## src/rtl/ex_mem_pkg.sv

```systemverilog
// Shared types and constants for the EX->MEM elastic pipeline boundary.
package ex_mem_pkg;

  // Default payload widths
  localparam int unsigned DATA_W_DEF = 32;
  localparam int unsigned WN_W_DEF   = 5;
  localparam int unsigned CTRL_W_DEF = 4;

  // Bit positions inside the control vector
  localparam int unsigned CTRL_WREG  = 0;
  localparam int unsigned CTRL_M2REG = 1;
  localparam int unsigned CTRL_WMEM  = 2;
  localparam int unsigned CTRL_STHAZ = 3;

  // Occupancy-encoded stage state: the value equals the number of entries held
  typedef enum logic [1:0] {
    EMPTY = 2'd0,
    ONE   = 2'd1,
    TWO   = 2'd2
  } state_e;

endpackage

```

## src/rtl/ex_mem_pipe_slot.sv

```systemverilog
// One pipeline entry: valid + control + destination + ALU result + store data.
module ex_mem_pipe_slot
  import ex_mem_pkg::*;
#(
  parameter int unsigned DATA_W = DATA_W_DEF,
  parameter int unsigned WN_W   = WN_W_DEF,
  parameter int unsigned CTRL_W = CTRL_W_DEF
) (
  input  logic              clk,
  input  logic              clrn,
  input  logic              ld_i,
  input  logic              clr_i,
  input  logic [CTRL_W-1:0] ctrl_i,
  input  logic [WN_W-1:0]   wn_i,
  input  logic [DATA_W-1:0] alu_i,
  input  logic [DATA_W-1:0] qb_i,
  output logic              valid_o,
  output logic [CTRL_W-1:0] ctrl_o,
  output logic [WN_W-1:0]   wn_o,
  output logic [DATA_W-1:0] alu_o,
  output logic [DATA_W-1:0] qb_o
);

  logic              valid_q;
  logic [CTRL_W-1:0] ctrl_q;
  logic [WN_W-1:0]   wn_q;
  logic [DATA_W-1:0] alu_q;
  logic [DATA_W-1:0] qb_q;

  // Clear invalidates and zeroes control only; payload keeps its last value
  always_ff @(posedge clk or negedge clrn) begin
    if (!clrn) begin
      valid_q <= 1'b0;
      ctrl_q  <= '0;
      wn_q    <= '0;
      alu_q   <= '0;
      qb_q    <= '0;
    end else if (clr_i) begin
      valid_q <= 1'b0;
      ctrl_q  <= '0;
    end else if (ld_i) begin
      valid_q <= 1'b1;
      ctrl_q  <= ctrl_i;
      wn_q    <= wn_i;
      alu_q   <= alu_i;
      qb_q    <= qb_i;
    end
  end

  assign valid_o = valid_q;
  assign ctrl_o  = ctrl_q;
  assign wn_o    = wn_q;
  assign alu_o   = alu_q;
  assign qb_o    = qb_q;

endmodule

```

## src/rtl/ex_mem_stage_elastic.sv

```systemverilog
// EX->MEM boundary register with valid/ready handshake, optional skid entry and flush.
module ex_mem_stage_elastic
  import ex_mem_pkg::*;
#(
  parameter int unsigned DATA_W = DATA_W_DEF,
  parameter int unsigned WN_W   = WN_W_DEF,
  parameter int unsigned CTRL_W = CTRL_W_DEF,
  parameter int unsigned SKID   = 1
) (
  input  logic              clk,
  input  logic              clrn,
  input  logic              flush,
  input  logic              in_valid,
  output logic              in_ready,
  input  logic [CTRL_W-1:0] in_ctrl,
  input  logic [WN_W-1:0]   in_wn,
  input  logic [DATA_W-1:0] in_alu,
  input  logic [DATA_W-1:0] in_qb,
  output logic              out_valid,
  input  logic              out_ready,
  output logic [CTRL_W-1:0] out_ctrl,
  output logic [WN_W-1:0]   out_wn,
  output logic [DATA_W-1:0] out_alu,
  output logic [DATA_W-1:0] out_di,
  output logic [1:0]        occupancy
);

  state_e state_q, state_d;
  logic   in_ready_q;
  logic   in_xfer, out_xfer;
  logic   main_ld, main_clr, main_from_skid;
  logic   skid_ld, skid_clr;

  logic              main_valid;
  logic [CTRL_W-1:0] main_ctrl;
  logic [WN_W-1:0]   main_wn;
  logic [DATA_W-1:0] main_alu;
  logic [DATA_W-1:0] main_qb;

  logic              skid_valid;
  logic [CTRL_W-1:0] skid_ctrl;
  logic [WN_W-1:0]   skid_wn;
  logic [DATA_W-1:0] skid_alu;
  logic [DATA_W-1:0] skid_qb;

  logic [CTRL_W-1:0] main_ctrl_d;
  logic [WN_W-1:0]   main_wn_d;
  logic [DATA_W-1:0] main_alu_d;
  logic [DATA_W-1:0] main_qb_d;

  assign in_xfer  = in_valid & in_ready;
  assign out_xfer = main_valid & out_ready;

  // Next-state and slot enables; flush overrides every transfer in its cycle
  always_comb begin
    state_d        = state_q;
    main_ld        = 1'b0;
    main_clr       = 1'b0;
    main_from_skid = 1'b0;
    skid_ld        = 1'b0;
    skid_clr       = 1'b0;
    if (flush) begin
      state_d  = EMPTY;
      main_clr = 1'b1;
      skid_clr = 1'b1;
    end else begin
      case (state_q)
        EMPTY: begin
          if (in_xfer) begin
            main_ld = 1'b1;
            state_d = ONE;
          end
        end
        ONE: begin
          if (in_xfer && out_xfer) begin
            main_ld = 1'b1;
          end else if (in_xfer) begin
            // Only reachable with the skid entry present: without it, in_ready implies out_ready
            skid_ld = 1'b1;
            state_d = TWO;
          end else if (out_xfer) begin
            main_clr = 1'b1;
            state_d  = EMPTY;
          end
        end
        TWO: begin
          if (out_xfer) begin
            main_ld        = 1'b1;
            main_from_skid = 1'b1;
            skid_clr       = 1'b1;
            state_d        = ONE;
          end
        end
        default: state_d = EMPTY;
      endcase
    end
  end

  // State register and registered in_ready (low only when both entries are full)
  always_ff @(posedge clk or negedge clrn) begin
    if (!clrn) begin
      state_q    <= EMPTY;
      in_ready_q <= 1'b1;
    end else begin
      state_q    <= state_d;
      in_ready_q <= (state_d != TWO);
    end
  end

  // Main entry refills from the skid entry when draining, else from EX
  assign main_ctrl_d = main_from_skid ? skid_ctrl : in_ctrl;
  assign main_wn_d   = main_from_skid ? skid_wn   : in_wn;
  assign main_alu_d  = main_from_skid ? skid_alu  : in_alu;
  assign main_qb_d   = main_from_skid ? skid_qb   : in_qb;

  ex_mem_pipe_slot #(
    .DATA_W (DATA_W),
    .WN_W   (WN_W),
    .CTRL_W (CTRL_W)
  ) u_main (
    .clk     (clk),
    .clrn    (clrn),
    .ld_i    (main_ld),
    .clr_i   (main_clr),
    .ctrl_i  (main_ctrl_d),
    .wn_i    (main_wn_d),
    .alu_i   (main_alu_d),
    .qb_i    (main_qb_d),
    .valid_o (main_valid),
    .ctrl_o  (main_ctrl),
    .wn_o    (main_wn),
    .alu_o   (main_alu),
    .qb_o    (main_qb)
  );

  if (SKID != 0) begin : g_skid
    ex_mem_pipe_slot #(
      .DATA_W (DATA_W),
      .WN_W   (WN_W),
      .CTRL_W (CTRL_W)
    ) u_skid (
      .clk     (clk),
      .clrn    (clrn),
      .ld_i    (skid_ld),
      .clr_i   (skid_clr),
      .ctrl_i  (in_ctrl),
      .wn_i    (in_wn),
      .alu_i   (in_alu),
      .qb_i    (in_qb),
      .valid_o (skid_valid),
      .ctrl_o  (skid_ctrl),
      .wn_o    (skid_wn),
      .alu_o   (skid_alu),
      .qb_o    (skid_qb)
    );
    assign in_ready = in_ready_q;
  end else begin : g_no_skid
    assign skid_valid = 1'b0;
    assign skid_ctrl  = '0;
    assign skid_wn    = '0;
    assign skid_alu   = '0;
    assign skid_qb    = '0;
    assign in_ready   = out_ready | ~main_valid;
  end

  // Bubbles never carry live control bits
  assign out_valid = main_valid;
  assign out_ctrl  = main_ctrl & {CTRL_W{main_valid}};
  assign out_wn    = main_wn;
  assign out_alu   = main_alu;
  assign out_di    = main_qb;
  assign occupancy = 2'(main_valid) + 2'(skid_valid);

endmodule

```

## config.mk

```make
export PLATFORM = sky130hd
export DESIGN_NAME = ex_mem_stage_elastic
export DESIGN_NICKNAME = d
export VERILOG_FILES = /design/src/rtl/ex_mem_pkg.sv /design/src/rtl/ex_mem_pipe_slot.sv /design/src/rtl/ex_mem_stage_elastic.sv
export SDC_FILE = /design/constraint.sdc
export NUM_CORES = 1
export LEC_CHECK = 0
export BUFFER_PORTS_ARGS = -buffer_cell sky130_fd_sc_hd__buf_2
export CAP_MARGIN = 40
export CORE_ASPECT_RATIO = 1.5
export CORE_MARGIN = 8
export CORE_UTILIZATION = 48
export CTS_CLUSTER_SIZE = 40
export DETAILED_ROUTE_END_ITERATION = 8
export HOLD_SLACK_MARGIN = 0.1
export PLACE_DENSITY = 0.7
export SLEW_MARGIN = 20
export SYNTH_ARGS = -nofsm -noshare
export SYNTH_HDL_FRONTEND = slang
export SYNTH_SLANG_ARGS = --single-unit
```

## constraint.sdc

```tcl
create_clock -name clk -period 2.13 [get_ports clk]
set_input_delay 0.1065 -clock clk [delete_from_list [all_inputs] [get_ports clk]]
set_output_delay 0.1065 -clock clk [all_outputs]
set_load 0.02 [all_outputs]
```

==> reports/metrics.yaml, run 1 <==
cells_and_area:
  multiInputGateArea_sq_um: 3170
  fillCellCount: 1110
  finalCoreUtilization_pct: 64.3
  final_net_count: 748
  area_growth_pct: 33.0
  final_layout_size_suffix_gt1_share_pct: 60.2
  finalNonFillerCells: 880
  storage_cell_area_sq_um: 3780
  insertedDiodeCount: 0
global_routing:
  grt_pass1_wl_mm: 26.6
  grt_max_degree: 54
  grt_overflow_total: 0
  vias_in_the_first_global_route: 5099
  grt_antenna_before_repair: 0
  grt_use_total_pct: 17.9
critical_path:
  timing.critical_path.from: "state_q[1]$_DFF_PN0_"
  cp_slowest_cell: "sky130_fd_sc_hd__dfrtp_1"
  required_ns: 2.42
  worstSetupPathType: "register to register"
  path_cells: "nand3b_1 -> o22a_1 -> nor2_4 -> buf_4 -> mux2_4"
  worst_setup_path_start_kind: "register"
  cp_max_fo: 19
  r2r_start: "state_q[1]$_DFF_PN0_"
  arrival_ns: 2.25
  category_of_the_worst_setup_path_capture_point: "register"
  max_stage_delay_ns: 0.44
logic_synthesis:
  synth_warnings: 0
  postSynth.asyncResetShare_pct: 100
  synthDistinctLibCells: 31
  synth_sequential_area_ratio_pct: 52.6
  synth_enable_flop_cells: 0
  syn_avg_cell_area_sq_um: 16.6
  syn-cell-area_sq_um: 7180
  netlist_instances: 432
  netlist.area_leader.share_pct: 52.3
  dominantRegCellSynth: "sky130_fd_sc_hd__dfrtp_1"
  synth.net_count: 511
  most_frequently_used_cell_type_in_the_post_synthesis_netlist: "sky130_fd_sc_hd__dfrtp_1"
  yosys.area.top_type: "sky130_fd_sc_hd__dfrtp_1"
  synth.top_cells.by_count: "150 x sky130_fd_sc_hd__dfrtp_1, 132 x sky130_fd_sc_hd__mux2_4, 79 x sky130_fd_sc_hd__mux2_2, 8 x sky130_fd_sc_hd__a22o_1, 8 x sky130_fd_sc_hd__buf_6"
  ys_seq_elements: 151
  synth.area.top_cells: "sky130_fd_sc_hd__dfrtp_1 52%, sky130_fd_sc_hd__mux2_4 28%, sky130_fd_sc_hd__mux2_2 12%"
placed_design:
  dp_hpwl_mm: 11.0
  dp.cells: 772
  place.gp.congestion: 0.761
  port_buffers: 154
job:
  cap_violations: 0
power_and_ir_drop:
  vdd_drop_max_mv: 0.574
  power_density_nw_per_um2: 1140
  leak_pwr_nw: 4.67
route:
  detailedRoute.firstPassIterationCount: 6
  detail_route.vias_per_cell: 5.02
  antenna_left: 0
  route.detailed.drc: 0
  route.vias.total: 4420
  detail_route.wl_per_cell_um: 18.5
  postRouteWirelength_mm: 16.3
  drt-initial-drc-count: 187
floorplanning:
  die_width_um: 116
  die_h_um: 166
  io_pins: 155
  floorplan.die_area_sq_um: 19200
  initial_core_util_pct: 48.3
  placeable_core_region_sq_um: 14900
  rows: 55
timing:
  achievable-frequency_mhz: 510
  tcrit_tclk_final_pct: 92.1
  setup_repair_after_global_routing_missed_its_margin: "false"
  timing.hold.ws_ns: 0.175
  slew-limit-headroom_pct: 55.8
  tns_setup_ns: 0
  final-max-slew-violation-count: 0
  final-hold-violation-count: 0
  tightest_slew_ns: 0.659
  final-setup-viol-count: 0
  final.setup_skew_ns: 0.00870
  final_period_minus_worst_setup_slack_ns: 1.96
worst_hold_path:
  hp-class: "input pin to async pin"
cts:
  holdBufCountCts: 77
  clock_latency_of_the_later_clocked_register_in_the_worst_skew_pair_ns: 0.42
  h-tree-depth: 4
  ctsResizeCount: 0
  post_cts.repair.setup_buffers: 0
  tritoncts: "built"
  clock-root-buffer: "sky130_fd_sc_hd__clkbuf_16"
  clockBufferDepth: 2
  cts.sinks: 151
  worst_setup_hold_path_clk_slew_ns: 0.06
  clock_buffers_created_by_tritoncts: 17
run_status:
  run_status: "completed"
power by group:
part | switching (mW) | total (mW) | leakage (nW) | internal, mW
clock network | 1.12 | 3.05 | 0.287 | 1.93
registers | 0.634 | 4.64 | 1.81 | 4.00
logic | 1.43 | 3.18 | 2.58 | 1.75
metrics by stage:
step	cell area, sq um	setup WS, ns	power, mW
4_1_cts	9550	0.178	11.0
6_report	9550	0.169	10.9
2_1_floorplan	7180	0.0532	6.69
5_1_grt	9550	0.108	11.4
3_5_place_dp	8180	0.207	7.77
3_3_place_gp	8180	0.257	7.59
registers in the layout, indices dropped and copies added (netlist names):
register,cells
in_ready,1
g_skid.u_skid.valid_o,1
u_main.qb_o,32
u_main.ctrl_o,4
g_skid.u_skid.wn_o,5
u_main.valid_o,1
u_main.alu_o,32
g_skid.u_skid.ctrl_o,4
g_skid.u_skid.qb_o,32
state_q,2
g_skid.u_skid.alu_o,32
u_main.wn_o,5
final cells by class:
class	count	area share, %
clock buffers	24	5.04
flip-flops and latches	151	39.6
well taps	199	2.61
repair buffers	244	18.3
clock inverters	7	1.24
inverters	1	0.0393
multi-input cells	254	33.2
logic make-up after synthesis:
kind of cell / synth area share [%]
adders and majority gates: 0.174
buffers and inverters: 3.41
and+or+nand+nor: 1.57
AOI/OAI and AO/OA: 1.97
xor gates and xnor gates: 0.122
DFF: 52.6
muxes: 40.1
metal layers:
layer	vias to the layer above	global-route usage (%)	part of all wire, %
met5	-	0	0
met2	107	32.1	55
met4	0	8.05	2.6
met1	2270	19.0	37
met3	22	4.33	4.5
li1	2021	-	-
placed cells by master (no fill, tap or decap), types with 6 or more instances in the layout:
cell / n
sky130_fd_sc_hd__clkbuf_16: 17
sky130_fd_sc_hd__mux2_4: 132
sky130_fd_sc_hd__dfrtp_1: 150
sky130_fd_sc_hd__buf_2: 153
sky130_fd_sc_hd__mux2_2: 79
sky130_fd_sc_hd__nor2_1: 6
sky130_fd_sc_hd__buf_12: 8
sky130_fd_sc_hd__a22o_1: 8
sky130_fd_sc_hd__dlygate4sd3_1: 77
worst paths after layout:
check / to / slack [ns] / cells after the start
max reg2reg: u_main.qb_o[4]$_DFFE_PN0P_ / 0.17 / 5
min in group clk: g_skid.u_skid.qb_o[10]$_DFFE_PN0P_ / 0.47 / 3
max in group asynchronous: in_ready$_DFF_PN1_ / 1.29 / 3
min reg2reg: g_skid.u_skid.qb_o[22]$_DFFE_PN0P_ / 0.50 / 1
min: u_main.alu_o[0]$_DFFE_PN0P_ / 0.17 / 2
max: u_main.qb_o[4]$_DFFE_PN0P_ / 0.17 / 5
critical path: cells and delay by family (launching register included):
| family | cells | cell delay, ns |
|---|---|---|
| AOI/OAI and AO/OA | 1 | 0.24 |
| buffers and inverters | 1 | 0.36 |
| DFF | 1 | 0.44 |
| muxes | 1 | 0.33 |
| and+or+nand+nor | 2 | 0.46 |
Note: power is estimated with default switching activity, not from simulation.
==> run 2: changes to the inputs <==
--- a/config.mk
+++ b/config.mk
@@ -9,11 +9,11 @@
 export CAP_MARGIN = 40
 export CORE_ASPECT_RATIO = 1.5
 export CORE_MARGIN = 8
-export CORE_UTILIZATION = 48
+export CORE_UTILIZATION = 35
 export CTS_CLUSTER_SIZE = 40
 export DETAILED_ROUTE_END_ITERATION = 8
 export HOLD_SLACK_MARGIN = 0.1
-export PLACE_DENSITY = 0.7
+export PLACE_DENSITY = 0.53
 export SLEW_MARGIN = 20
 export SYNTH_ARGS = -nofsm -noshare
 export SYNTH_HDL_FRONTEND = slang
==> run 2 against run 1 <==
Setup slack better by 0.043 ns. Register-to-register slack better by 0.04 ns. Sequential share of layout area is 0.33 points lower. Combinational power hardly changed. Sequential power hardly changed. Non-clock buffer count stayed put. Largest cell class unchanged. Flip-flop and latch count stayed put. Critical path depth stayed put. Cell area is 0.84% higher. Highest routed layer unchanged. Via count is 1.7% lower. Die area is 32% higher. Core utilization is 17 points lower.
==> reports/metrics.yaml, run 2 (synthesis results as in run 1) <==
run_status:
  run_status: "completed"
power_and_ir_drop:
  power.combinational.fraction_pct: 29.0  # -0.2 points
  power_density_nw_per_um2: 1130  # -0.64%
  switching_share_pct: 29.0  # -0.24 points
  internal_cell_power_mw: 7.73  # +0.54%
  vdd_drop_max_mv: 0.428  # -25%
  seqPwrFrac_pct: 42.3  # -0.4 points
  leak_pwr_nw: 4.67  # about the same
  p_sw_mw: 3.16  # -0.64%
  clock_power_share_pct: 28.7  # +0.6 points
route:
  drt-initial-drc-count: 109  # -42%
  detail_route.wl_per_cell_um: 17.2  # -6.9%
  antenna_left: 0  # unchanged
  detail_route.vias_per_cell: 4.59  # -8.6%
  postRouteWirelength_mm: 16.3  # +0.19%
  route.vias.total: 4346  # -1.7%
  detailedRoute.firstPassIterationCount: 4  # -2
  route.detailed.drc: 0  # unchanged
timing:
  final.setup_skew_ns: 0.00619  # -0.00251 ns
  tcrit_tclk_final_pct: 90.0  # -2.0 points
  tns_setup_ns: 0  # unchanged
  final_period_minus_worst_setup_slack_ns: 1.92  # -0.0429 ns
  final-hold-violation-count: 0  # unchanged
  slew-limit-headroom_pct: 54.8  # -0.95 points
  fin_ws_ns: 0.212  # +0.0429 ns
  tightest_slew_ns: 0.674  # +0.0141 ns
  setup_repair_after_global_routing_missed_its_margin: "false"
  final-max-slew-violation-count: 0  # unchanged
  final-setup-viol-count: 0  # unchanged
  achievable-frequency_mhz: 521  # +2.2%
floorplanning:
  die_width_um: 133  # +15%
  initial_core_util_pct: 35.4  # -13 points
  io_pins: 155  # unchanged
  floorplan.die_area_sq_um: 25500  # +32%
  placeable_core_region_sq_um: 20300  # +36%
  die_h_um: 191  # +15%
  rows: 64  # +16%
global_routing:
  vias_in_the_first_global_route: 5033  # -1.3%
  grt_overflow_total: 0  # unchanged
  grt_pass1_wl_mm: 26.6  # -0.16%
  grt_use_total_pct: 13.3  # -4.5 points
  grt_max_degree: 56  # +3.7%
  grt_antenna_before_repair: 2  # +2
placed_design:
  pre_cts_slack_ns: 0.225  # +0.0181 ns
  place.gp.congestion: 0.762  # +0.18%
  port_buffers: 154  # unchanged
  dp_hpwl_mm: 11.0  # about the same
cells_and_area:
  final_layout_size_suffix_gt1_share_pct: 60.1  # -0.15 points
  finalCoreUtilization_pct: 47.5  # -17 points
  layout_common_cells: "153 x sky130_fd_sc_hd__buf_2, 150 x sky130_fd_sc_hd__dfrtp_1, 132 x sky130_fd_sc_hd__mux2_4"
  final_net_count: 748  # unchanged
  mostFrequentLayoutCell: "sky130_fd_sc_hd__buf_2"
  area_growth_pct: 34.1
cts:
  worst_setup_hold_path_clk_slew_ns: 0.06  # about the same
  tritoncts: "built"
  clock_buffers_created_by_tritoncts: 17  # unchanged
  cts.sinks: 151  # unchanged
  clock_latency_of_the_later_clocked_register_in_the_worst_skew_pair_ns: 0.42  # about the same
  ctsResizeCount: 0  # unchanged
  clockBufferDepth: 2  # unchanged
  clock-root-buffer: "sky130_fd_sc_hd__clkbuf_16"
  h-tree-depth: 4  # unchanged
job:
  cap_violations: 0  # unchanged
critical_path:
  worstSetupPathType: "register to register"
  arrival_ns: 2.22  # -0.03 ns
  worst_setup_path_start_kind: "register"
  cp_max_fo: 37  # +18
  category_of_the_worst_setup_path_capture_point: "register"
  required_ns: 2.44  # +0.02 ns
worst_hold_path:
  hp-class: "input pin to async pin"
## run 2: power by group through the flow
stage               Combinational (mW)  Sequential (mW)  Clock [mW]
CTS                               3.21             4.63        3.24
finish                            3.15             4.61        3.13
floorplan                         1.61             5.07           0
global placement                  3.00             4.61           0
global route                      3.38             4.76        3.37
detailed placement                3.09             4.66           0
## run 2: routing by layer
metal / global-route usage [%] / vias to the layer above / part of all wire (%)
met5: 0 / - / 0
met4: 5.79 / 0 / 1.8
met3: 4.23 / 18 / 4.8
met2: 22.9 / 101 / 53
met1: 14.9 / 2205 / 40
li1: - / 2022 / -
## run 2: cell type report
type / count / area, sq um
Multi-Input combinational cell: 254 / 3170
Tap cell: 264 / 330
Antenna cell: 2 / 5.00
Sequential cell: 151 / 3780
Clock inverter: 9 / 150
Inverter: 1 / 3.75
Fill cell: 1801 / 10600
Timing Repair Buffer: 244 / 1740
Clock buffer: 22 / 454
## run 2: through the flow
stage	total power, mW	hold WS, ns	area [sq um]	std cells
2_1_floorplan	6.69	-0.189	7180	432
3_3_place_gp	7.61	0.109	8240	836
3_5_place_dp	7.75	0.115	8240	836
4_1_cts	11.1	0.225	9630	945
5_1_grt	11.5	0.242	9630	947
6_report	10.9	0.205	9630	947
## run 2: critical path: stages, from the launching register on
cell and delay [ns]:
sky130_fd_sc_hd__dfrtp_1 0.43, sky130_fd_sc_hd__nand3_2 0.14, sky130_fd_sc_hd__or3_4 0.39, sky130_fd_sc_hd__buf_12 0.22, sky130_fd_sc_hd__mux2_4 0.33, sky130_fd_sc_hd__mux2_4 0.25
## run 2: final timing paths
check / from / to / slack (ns) / depth (start not counted)
max: state_q[1]$_DFF_PN0_ / u_main.alu_o[1]$_DFFE_PN0P_ / 0.21 / 5
max in group asynchronous: clrn / g_skid.u_skid.qb_o[4]$_DFFE_PN0P_ / 1.20 / 3
min: clrn / g_skid.u_skid.valid_o$_DFFE_PN0P_ / 0.20 / 2
min reg2reg: g_skid.u_skid.ctrl_o[0]$_DFFE_PN0P_ / g_skid.u_skid.ctrl_o[0]$_DFFE_PN0P_ / 0.50 / 1
max reg2reg: state_q[1]$_DFF_PN0_ / u_main.alu_o[1]$_DFFE_PN0P_ / 0.21 / 5
min in group clk: in_qb[14] / g_skid.u_skid.qb_o[14]$_DFFE_PN0P_ / 0.46 / 3
## run 2: repair_timing
item | in CTS | in global routing
setup buffers | 0 | 0
setup endpoints to repair | 0 | 0
hold buffers | 78 | 0
endpoints found under the hold margin | 202 | 0
==> run 3: changes to the inputs <==
--- a/config.mk
+++ b/config.mk
@@ -13,7 +13,7 @@
 export CTS_CLUSTER_SIZE = 40
 export DETAILED_ROUTE_END_ITERATION = 8
 export HOLD_SLACK_MARGIN = 0.1
-export PLACE_DENSITY = 0.53
+export PLACE_DENSITY = 0.55
 export SLEW_MARGIN = 20
 export SYNTH_ARGS = -nofsm -noshare
 export SYNTH_HDL_FRONTEND = slang
==> constraint.sdc (replaced) <==
create_clock -name clk -period 1.69 [get_ports clk]
set_input_delay 0.0845 -clock clk [delete_from_list [all_inputs] [get_ports clk]]
set_output_delay 0.0845 -clock clk [all_outputs]
set_load 0.02 [all_outputs]
==> run 3 against run 2 <==
The run now ends with setup timing left. Clock skew is 0.0057 ns higher. Sequential share of layout area fell by 3.1 points. Highest routed layer unchanged. Via count grew 6.2%. Largest power group unchanged. Clock power grew 27%. Core utilization up 4.1 points. Critical path depth stayed put. Flip-flop and latch count unchanged.
==> reports/metrics.yaml, run 3 (synthesis results as in run 1) <==
run_status:
  run_status: "finished, violations left"
  violations_in_the_final_reports: "setup timing"
cells_and_area:
  insertedDiodeCount: 0  # -2
  final_net_count: 789  # +5.5%
  final_layout_size_suffix_gt1_share_pct: 63.1  # +3.0 points
  area_growth_pct: 45.6
  fillCellCount: 1711  # -5.0%
  mostFrequentLayoutCell: "sky130_fd_sc_hd__mux2_4"
  stdcell_area_sq_um: 10500  # +8.6%
  multiInputGateArea_sq_um: 3450  # +8.8%
  storage_cell_area_sq_um: 3780  # about the same
  layout_common_cells: "197 x sky130_fd_sc_hd__mux2_4, 152 x sky130_fd_sc_hd__buf_2, 149 x sky130_fd_sc_hd__dfrtp_1"
global_routing:
  grt_antenna_before_repair: 0  # -2
  grt_max_degree: 45  # -20%
  grt_overflow_total: 0  # unchanged
  grt_pass1_wl_mm: 28.8  # +8.4%
  grt_use_total_pct: 14.5  # +1.1 points
  vias_in_the_first_global_route: 5249  # +4.3%
power_and_ir_drop:
  switching_share_pct: 28.8  # -0.22 points
  vdd_drop_max_mv: 0.607  # +42%
  power_density_nw_per_um2: 1390  # +23%
  clock_power_share_pct: 27.4  # -1.3 points
  power.combinational.fraction_pct: 32.1  # +3.1 points
  leak_pwr_nw: 5.15  # +10%
  p_sw_mw: 4.19  # +33%
  post-layout-total-power_mw: 14.5  # +34%
  seqPwrFrac_pct: 40.4  # -1.9 points
  internal_cell_power_mw: 10.4  # +34%
critical_path:
  category_of_the_worst_setup_path_capture_point: "register"
  critical_path_buffer_and_inverter_count: 1  # unchanged
  timing.critical_path.from: "state_q[1]$_DFF_PN0_"
  r2r-end: "u_main.alu_o[14]$_DFFE_PN0P_"
  max_stage_delay_ns: 0.41  # -0.02 ns
  r2r_start: "state_q[1]$_DFF_PN0_"
  required_ns: 1.99  # -0.45 ns
  worst_setup_path_start_kind: "register"
  cp_slowest_cell: "sky130_fd_sc_hd__dfrtp_1"
  reg2regPathDepth: 5  # unchanged
  worstSetupPathType: "register to register"
  cp_max_fo: 32  # -14%
  cpLargestDelayFamily: "multiplexers"
  path_cells: "nand3_2 -> or3_4 -> buf_12 -> mux2_4 -> mux2_4"
  crit_path_frequent_cell: "sky130_fd_sc_hd__mux2_4"
  worst_reg_to_reg_setup_slack_ns: -0.18  # -0.39 ns
  arrival_ns: 2.17  # -0.05 ns
timing:
  tcrit_tclk_final_pct: 111  # +20 points
  slew-limit-headroom_pct: 69.8  # +15 points
  tightest_slew_ns: 0.453  # -0.221 ns
  final.setup_skew_ns: 0.0119  # +0.00569 ns
  final-hold-violation-count: 0  # unchanged
  setup_repair_after_global_routing_missed_its_margin: "true"
  final-setup-viol-count: 120  # +120
  fin_ws_ns: -0.177  # -0.390 ns
  achievable-frequency_mhz: 535  # +2.7%
  tns_setup_ns: -11.77  # -11.77 ns
  final-max-slew-violation-count: 0  # unchanged
  timing.hold.ws_ns: 0.149  # -0.0557 ns
  final_period_minus_worst_setup_slack_ns: 1.87  # -0.0503 ns
placed_design:
  place.gp.congestion: 0.739  # -3.1%
  placed_cell_area_sq_um: 8450  # +2.5%
  dp_hpwl_mm: 11.5  # +4.3%
  pre_cts_slack_ns: -0.144  # -0.368 ns
  port_buffers: 154  # unchanged
cts:
  tritoncts: "built"
  clock_buffers_created_by_tritoncts: 17  # unchanged
  h-tree-depth: 4  # unchanged
  clockBufferDepth: 2  # unchanged
  clock_latency_of_the_later_clocked_register_in_the_worst_skew_pair_ns: 0.43  # about the same
  worst_setup_hold_path_clk_slew_ns: 0.06  # about the same
  clock-root-buffer: "sky130_fd_sc_hd__clkbuf_16"
  cts.sinks: 151  # unchanged
route:
  route.vias.total: 4614  # +6.2%
  route.detailed.drc: 0  # unchanged
  drt-initial-drc-count: 206  # +89%
  postRouteWirelength_mm: 18.5  # +14%
  detail_route.wl_per_cell_um: 18.8  # +9.1%
  antenna_left: 0  # unchanged
  detailedRoute.firstPassIterationCount: 4  # unchanged
  detail_route.vias_per_cell: 4.67  # +1.9%
floorplanning:
  io_pins: 155  # unchanged
  placeable_core_region_sq_um: 20300  # unchanged
  die_width_um: 133  # unchanged
  die_h_um: 191  # unchanged
  floorplan.die_area_sq_um: 25500  # unchanged
  initial_core_util_pct: 35.4  # unchanged
  rows: 64  # unchanged
worst_hold_path:
  hold_depth: 4
  hp-class: "input pin to register"
  holdCritStartpoint: "out_ready"
  holdPathEnd: "g_skid.u_skid.valid_o$_DFFE_PN0P_"
job:
  cap_violations: 0  # unchanged
[run 3: power by group through the flow]
stage	combinational (mW)	clock (mW)	sequential, mW
after global routing	4.97	4.23	6.06
after floorplan	2.05	0	6.40
final	4.67	3.99	5.88
after CTS	4.38	4.11	5.86
after detailed placement	3.95	0	5.90
after global placement	3.86	0	5.81
[run 3: worst max-delay path by stage]
stage / endpoint / slack (ns) / cells after the start
2_1_floorplan: u_main.alu_o[0]$_DFFE_PN0P_ / -0.16 / 6
3_3_place_gp: u_main.qb_o[2]$_DFFE_PN0P_ / -0.1 / 6
3_5_place_dp: u_main.qb_o[30]$_DFFE_PN0P_ / -0.14 / 5
4_1_cts: u_main.alu_o[14]$_DFFE_PN0P_ / -0.16 / 5
5_1_grt: u_main.alu_o[14]$_DFFE_PN0P_ / -0.21 / 5
6_report: u_main.alu_o[14]$_DFFE_PN0P_ / -0.18 / 5
[run 3: layout make-up]
class / count / area share (%)
flip-flops and latches: 151 / 36.1
clock buffers: 23 / 4.38
clock inverters: 9 / 1.45
multi-input cells: 254 / 33.0
well taps: 264 / 3.16
repair buffers: 285 / 21.9
inverters: 1 / 0.0359
[run 3: what timing repair did]
item	in CTS	in global routing
buffers inserted	12	7
gates cloned	7	3
pin swaps	0	8
resized for setup	36	67
hold buffers	77	0
endpoints found under the hold margin	300	0
endpoints found under the setup margin	141	147
[run 3: worst reg2reg max path: cells and delay by family (launching register included)]
family        cells  cell delay [ns]
flops             1             0.41
mux               2             0.63
buf+inv           1             0.20
simple gates      2             0.51
[run 3: stage by stage]
step           std cells  util, %
3_5_place_dp         857     41.7
2_1_floorplan        432        -
5_1_grt              987     51.6
3_3_place_gp         857     41.7
4_1_cts              985     50.6
6_report             987     51.6
[run 3: routing by layer]
layer  vias up  part of all wire [%]  global-route usage, %
li1       2114                     -                      -
met1      2388                    41                   16.2
met2        97                    54                   25.6
met3        15                   3.6                   3.89
met4         0                   1.4                   5.79
met5         -                     0                      0
